**config.mk**
```make
export PLATFORM = sky130hd
export DESIGN_NAME = eq_fir_tap_sequencer
export DESIGN_NICKNAME = d
export VERILOG_FILES = /design/src/rtl/eq_fir_tap_sequencer.sv
export SDC_FILE = /design/constraint.sdc
export NUM_CORES = 1
export LEC_CHECK = 0
export ABC_AREA = 1
export BUFFER_PORTS_ARGS = -buffer_cell sky130_fd_sc_hd__buf_4
export CAP_MARGIN = 20
export CORE_MARGIN = 5
export CORE_UTILIZATION = 50
export DETAILED_ROUTE_END_ITERATION = 12
export PLACE_DENSITY = 0.63
export SYNTH_ARGS = -nofsm -noshare
export SYNTH_HDL_FRONTEND = slang
export SYNTH_SLANG_ARGS = --single-unit
```
**constraint.sdc**
```tcl
create_clock -name clk -period 9.11 [get_ports clk]
set_clock_uncertainty 0.05 [all_clocks]
set_input_delay 0.4555 -clock clk [delete_from_list [all_inputs] [get_ports clk]]
set_output_delay 0.4555 -clock clk [all_outputs]
set_load 0.1 [all_outputs]
```
**src/rtl/eq_fir_tap_sequencer.sv**
```systemverilog
// eq_fir_tap_sequencer: time-multiplexed 16-tap symmetric FIR using one shared pre-add/multiply/accumulate
module eq_fir_tap_sequencer #(
    parameter logic [7:0] C0 = 8'd3,
    parameter logic [7:0] C1 = 8'd8,
    parameter logic [7:0] C2 = 8'd19,
    parameter logic [7:0] C3 = 8'd40,
    parameter logic [7:0] C4 = 8'd69,
    parameter logic [7:0] C5 = 8'd101,
    parameter logic [7:0] C6 = 8'd128,
    parameter logic [7:0] C7 = 8'd143,
    parameter int OUT_SHIFT = 10
) (
    input  logic        clk,
    input  logic        rst_n,
    input  logic        sample_valid,
    input  logic [7:0]  sample_in,
    input  logic        flush,
    output logic        busy,
    output logic        result_valid,
    output logic [19:0] result,
    output logic [7:0]  y_out,
    output logic        overrun
);
    typedef enum logic [1:0] {IDLE, MAC, DONE} state_t;
    state_t state, state_nxt;
    logic [7:0] hist [16];
    logic [3:0] wr_ptr, newest, idx_a, idx_b;
    logic [2:0] k;
    logic [19:0] acc, shifted;
    logic [7:0] coef;
    logic [8:0] pre;
    logic [16:0] prod;
    // tap pair k folds the k-th newest sample with the (15-k)-th newest
    assign idx_a = newest - {1'b0, k};
    assign idx_b = newest + 4'd1 + {1'b0, k};
    assign pre = {1'b0, hist[idx_a]} + {1'b0, hist[idx_b]};
    assign prod = {8'd0, pre} * {9'd0, coef};
    assign shifted = acc >> OUT_SHIFT;
    assign busy = state != IDLE;
    // coefficient select for the current folded tap pair
    always_comb begin
        coef = (k == 3'd0) ? C0 : (k == 3'd1) ? C1 : (k == 3'd2) ? C2 : (k == 3'd3) ? C3 :
               (k == 3'd4) ? C4 : (k == 3'd5) ? C5 : (k == 3'd6) ? C6 : C7;
    end
    // state register
    always_ff @(posedge clk or negedge rst_n) begin
        if (!rst_n) state <= IDLE;
        else state <= state_nxt;
    end
    // next state: accept in IDLE, eight MAC cycles, one DONE cycle
    always_comb begin
        state_nxt = IDLE;
        state_nxt = (state == IDLE) ? (sample_valid ? MAC : IDLE) :
                    (state == MAC)  ? ((k == 3'd7) ? DONE : MAC) : IDLE;
    end
    // history buffer, accumulator and registered outputs
    always_ff @(posedge clk or negedge rst_n) begin
        if (!rst_n) begin
            for (int i = 0; i < 16; i++) hist[i] <= '0;
            wr_ptr <= '0;
            newest <= '0;
            k <= '0;
            acc <= '0;
            result <= '0;
            y_out <= '0;
            result_valid <= 1'b0;
            overrun <= 1'b0;
        end else begin
            result_valid <= 1'b0;
            overrun <= sample_valid && busy;
            if (state == IDLE && sample_valid) begin
                hist[wr_ptr] <= sample_in;
                newest <= wr_ptr;
                wr_ptr <= wr_ptr + 4'd1;
                acc <= '0;
                k <= '0;
            end else if (state == IDLE && flush) begin
                for (int i = 0; i < 16; i++) hist[i] <= '0;
            end else if (state == MAC) begin
                acc <= acc + {3'd0, prod};
                k <= k + 3'd1;
            end else if (state == DONE) begin
                result <= acc;
                y_out <= (|shifted[19:8]) ? 8'hFF : shifted[7:0];
                result_valid <= 1'b1;
            end
        end
    end
endmodule
```
Word level (Yosys, flattened, before mapping)
Cells that the tools add are included.

word-level totals
  input port bits = 12
  flip-flop bits (word level) = 191
  output and inout port bits = 31

cells by class
  multipliers = 1
  add/subtract/negate cells = 7
  bitwise operators = 6
  reductions and logical operators = 12
  equality and inequality tests = 10
  muxes and demuxes = 33
  order comparisons = 4

operator list
  operator                                                   count
  two-way mux 128 bit                                        2
  bitwise mux 128 bit                                        1
  two-way mux 8 bit                                          12
  binary-select mux 8 bit (select 4 bit)                     2
  two-way mux 20 bit                                         3
  demux 8 bit (select 4 bit)                                 1
  adder 20 x 17 -> 20 bit                                    1
  multiplier 9 x 8 -> 17 bit                                 1
  greater-or-equal comparator 5 bit (second input constant)  3
  inverter 4 -> 5 bit                                        3
  == test 3 bit (second input constant)                      4
  adder 8 x 8 -> 9 bit                                       1
  two-way mux 3 bit                                          3
  adder 4 x 1 -> 4 bit (second input constant)               2
  == test 3 x 2 -> 1 bit (second input constant)             2
  two-way mux 2 bit                                          3
  nonzero test 2 bit                                         3
  < comparator 5 x 1 -> 1 bit (second input constant)        1
  two-way mux 1 bit                                          5
  adder 4 x 3 -> 4 bit                                       1
  logical AND 1 bit                                          4
  two-way mux 4 bit                                          1
  AND reduction 4 bit                                        1
  subtractor 4 x 3 -> 4 bit                                  1
  10 further kinds                                           12

Depth between registers and ports, before layout
  depth after elaboration = 13
  gate-level depth with buffers = 38
  mapped depth without buffers = 36

Worst setup path after synthesis
OpenSTA, ideal clock, no wires.

  kind = register -> register
  start point = register k[0]
  end point = register acc[19]
  stages on the path, launching flop included = 36
  path slack = 2,399 ps
  arrival = 6,548 ps
  data required time = 8,947 ps
  path buffers = 2
  cell sequence = dfrtp_1 -> inv_1 -> ha_1 -> inv_1 -> fa_1 -> clkbuf_1 -> clkbuf_1 -> o211ai_1 -> o21ai_0 -> nand2_1 -> nand3_1 -> nand2_1 -> ha_1 -> fa_1 -> nand3_1 -> nand2_1 -> xor2_1 -> inv_1 -> nor2_1 -> fa_1 -> fa_1 -> fa_1 -> inv_1 -> fa_1 -> inv_1 -> ha_1 -> nand2_1 -> inv_1 -> a21oi_1 -> nand2_1 -> nand2_1 -> nand2_1 -> nand2_1 -> nand2_1 -> nand2_1 -> inv_1

between the ends
  word-level cells in the longest chain between the ends = 13
  elaborated cells between the ends (all ways) = 30

RTL lines
  what                                                                          line  source
  start, declared                                                               28    logic [2:0] k;
  start signal, assigned                                                        81    k <= k + 3'd1;
  parallel branches: the longest is 8 deep, another holds adder 8 x 8 -> 9 bit  n/a
  multiplier 9 x 8 -> 17 bit *                                                  37    assign prod = {8'd0, pre} * {9'd0, coef};
  adder 20 x 17 -> 20 bit *                                                     80    acc <= acc + {3'd0, prod};
  two-way mux 20 bit *                                                          79    end else if (state == MAC) begin
  two-way mux 20 bit *                                                          77    end else if (state == IDLE && flush) begin
  two-way mux 20 bit *                                                          71    if (state == IDLE && sample_valid) begin
  end signal, assigned                                                          80
  end, declared                                                                 29    logic [19:0] acc, shifted;

Mark *: on every way between the ends. The select of a mux whose other input is x is not followed.
A chain may end at the register's enable or synchronous reset.

Worst setup path after layout
  start point = register k[0]
  end point = register acc[18]

The elaborated chain is that of the path after synthesis.

==> run_results.csv <==
group,metric,value,unit
flow_run,maxCapViolations,0,
clocking,cts_hold_buf,0,
sta,fin_crit_sh,0.852,
setup_path,max_stage_delay,1.08,ns
detailed_routing,wl,36.1,mm
detailed_routing,drtPass1Iterations,6,
setup_path,worstSetupStartpoint,"k[0]",
global_routing,grt_antenna_before_repair,0,
sta,drv_slew,0,
setup_path,rrSetupSlack,1.35,ns
placement,gp_congestion,0.933,
min_path,hp-class,"primary input to async pin",
yosys,ys.flop_type,"dfrtp_1",
sta,layout_setup_ws,1.35,ns
detailed_routing,drtIter0Drc,1287,
setup_path,r2r-end,"acc[18]",
setup_path,arrival,8.05,ns
sta,hold_slack,0.0976,ns
cells_and_area,drive_gt1_frac,0.0818,
global_routing,grt_pass1_vias,11100,
placement,portBuffers,42,
clocking,cts_htree_levels,4,
global_routing,grt_max_degree,129,
outcome,outcome,"completed",
yosys,yosysWarnings,0,
floorplan,fp.dieW,174,µm
global_routing,grt_overflow,0,
setup_path,worstPathRequired,9.40,ns
clocking,clk_pin_slew,0.09,ns
cells_and_area,diodes,0,
clocking,cts_setup_buffers,0,
floorplan,ios,43,
yosys,synth_async_sr_flop_share,1.00,
sta,fmax,0.129,GHz
detailed_routing,dr_total_vias,11500,
detailed_routing,drc,0,
sta,grt_setup_unrepaired,"false",
yosys,syn_inst,1703,
floorplan,num_rows,60,
clocking,clockBufferDepth,2,
global_routing,track_usage,0.246,
yosys,syn-cell-area,13400,µm²
clocking,tritoncts,"built",
sta,setup_viol,0,
detailed_routing,vias_per_cell,5.55,
sta,layout_min_cycle_time,7.76,ns
floorplan,coreArea,26700,µm²
clocking,cts_resized,0,
sta,slew_headroom,0.343,
cells_and_area,nets,1848,
yosys,yosys.cell_types.count,40,
cells_and_area,fin_util,0.548,
setup_path,worstSetupEndpoint,"acc[18]",
detailed_routing,drt.antenna.violating_nets,0,
clocking,clock-sinks,191,
floorplan,floorplan.initialDensity,0.503,
clocking,clock_latency,0.44,ns
cells_and_area,area_growth,9.07,%
setup_path,crit_type,"flop to flop",
sta,tns,0,ns
sta,finalHoldViolCount,0,
floorplan,die_area,30200,µm²
setup_path,r2r_cells,33,
setup_path,start_kind,"flop",
setup_path,endpoint_kind,"flop",
clocking,cts-buffers-inserted,17,
yosys,yosysMostFrequentCell,"nand2_1",
floorplan,die_h,174,µm
global_routing,grt_pass1_wl,60.0,mm
yosys,synthTopCellsByArea,"dfrtp_1 (36%), fa_1 (8.9%), nand2_1 (8.9%), inv_1 (8.8%), o22ai_1 (6.2%)",
yosys,yosysTopAreaCell,"dfrtp_1",
yosys,synthesis.nets,1841,
setup_path,crit_slowest_cell,"fa_2",
sta,tightest_slew,0.986,ns
placement,dp_slack,1.37,ns
yosys,synth_seq_area_share,0.356,
detailed_routing,wl_per_cell,17.5,µm
setup_path,crit_path_frequent_cell,"nand2_1",
setup_path,reg2reg_from,"k[0]",
placement,dp.final_hpwl,25.7,mm
yosys,ys_seq_elements,191,
yosys,synthTopCellsByCount,"nand2_1 (319), inv_1 (314), dfrtp_1 (191)",
clocking,cts_root_buf,"clkbuf_16",
yosys,yosysTopAreaCellShare,0.356,
yosys,synth_edf_count,0,
setup_path,cp_max_fo,41,
yosys,syn_area_per_cell,7.89,µm²
## stage by stage
step | instance area [µm²] | std cells
floorplan | 13400 | 1703
global placement | 14000 | 2031
detailed placement | 14000 | 2031
CTS | 14600 | 2063
global route | 14700 | 2064
finish | 14700 | 2064
## kinds of logic (layout without fill, tap and decap cells)
| family | count (synthesis) | after routing | share of synthesized area |
|---|---|---|---|
| AND/OR/NAND/NOR | 589 | 589 | 0.197 |
| AO/OA/AOI/OAI | 398 | 398 | 0.175 |
| buffers and inverters | 387 | 407 | 0.112 |
| flip-flops | 191 | 191 | 0.356 |
| adder cells (fa/ha/maj) | 126 | 126 | 0.151 |
| XOR/XNOR | 12 | 12 | 0.00950 |
## critical path, delay by kind of cell (launching register included)
family                   cells  cell delay [ns]
adder cells (fa/ha/maj)      8             3.90
flip-flops                   1             0.47
buffers and inverters        6             0.87
XOR/XNOR                     1             0.39
AND/OR/NAND/NOR             14             1.40
AO/OA/AOI/OAI                4             0.56
## flip-flops by register name (all words and copies together) (netlist names)
| signal | count |
|---|---|
| wr_ptr | 4 |
| result_valid | 1 |
| y_out | 8 |
| result | 20 |
| k | 3 |
| hist | 128 |
| newest | 4 |
| acc | 20 |
| overrun | 1 |
| state | 2 |
## cell usage in the layout (no fill, tap or decap), types with 2 or more instances in the layout
| master | n |
|---|---|
| a21oi_1 | 96 |
| a31oi_1 | 2 |
| and2_1 | 3 |
| buf_4 | 53 |
| bufinv_16 | 2 |
| clkbuf_16 | 17 |
| clkinv_4 | 2 |
| clkinv_8 | 3 |
| dfrtp_1 | 191 |
| fa_1 | 58 |
| fa_2 | 2 |
| ha_1 | 65 |
| inv_1 | 314 |
| inv_2 | 5 |
| inv_8 | 5 |
| nand2_1 | 319 |
| nand2_2 | 16 |
| nand3_1 | 61 |
| nand3_4 | 4 |
| nand3b_1 | 3 |
| nand4_1 | 3 |
| nand4_2 | 2 |
| nand4_4 | 10 |
| nor2_1 | 155 |
| nor2_2 | 2 |
| nor3_1 | 5 |
| o211ai_1 | 64 |
| o21ai_0 | 96 |
| o21bai_1 | 2 |
| o22ai_1 | 134 |
| or2_2 | 4 |
| xor2_1 | 9 |
| xor2_2 | 2 |
## metal layers
layer	global-route usage	wire (µm)	vias to the layer above
li1	-	-	5570
met1	0.380	17900	5467
met2	0.362	15400	376
met3	0.0405	2240	49
met4	0.0577	611	0
met5	0	0	-
## worst min path at each step
stage                       to  slack, ns  cells after the start
CTS                  hist[126]       0.16                      1
floorplan               acc[0]       0.11                      0
global placement     result[1]       0.42                      2
global route          hist[52]       0.18                      1
detailed placement  result[18]       0.42                      2
finish               hist[126]        0.1                      1
## layout make-up
cell class,instances,area [µm²]
fill,2489,12100
clock buffer,17,425
timing repair buffer,55,439
tap,341,427
multi-input combinational,1125,7160
clock inverter,15,215
sequential,191,4780
inverter,320,1200
Power is left out: the tool's default activity adds up to more than one toggle a clock period on the data nets, which glitch-free logic cannot reach.
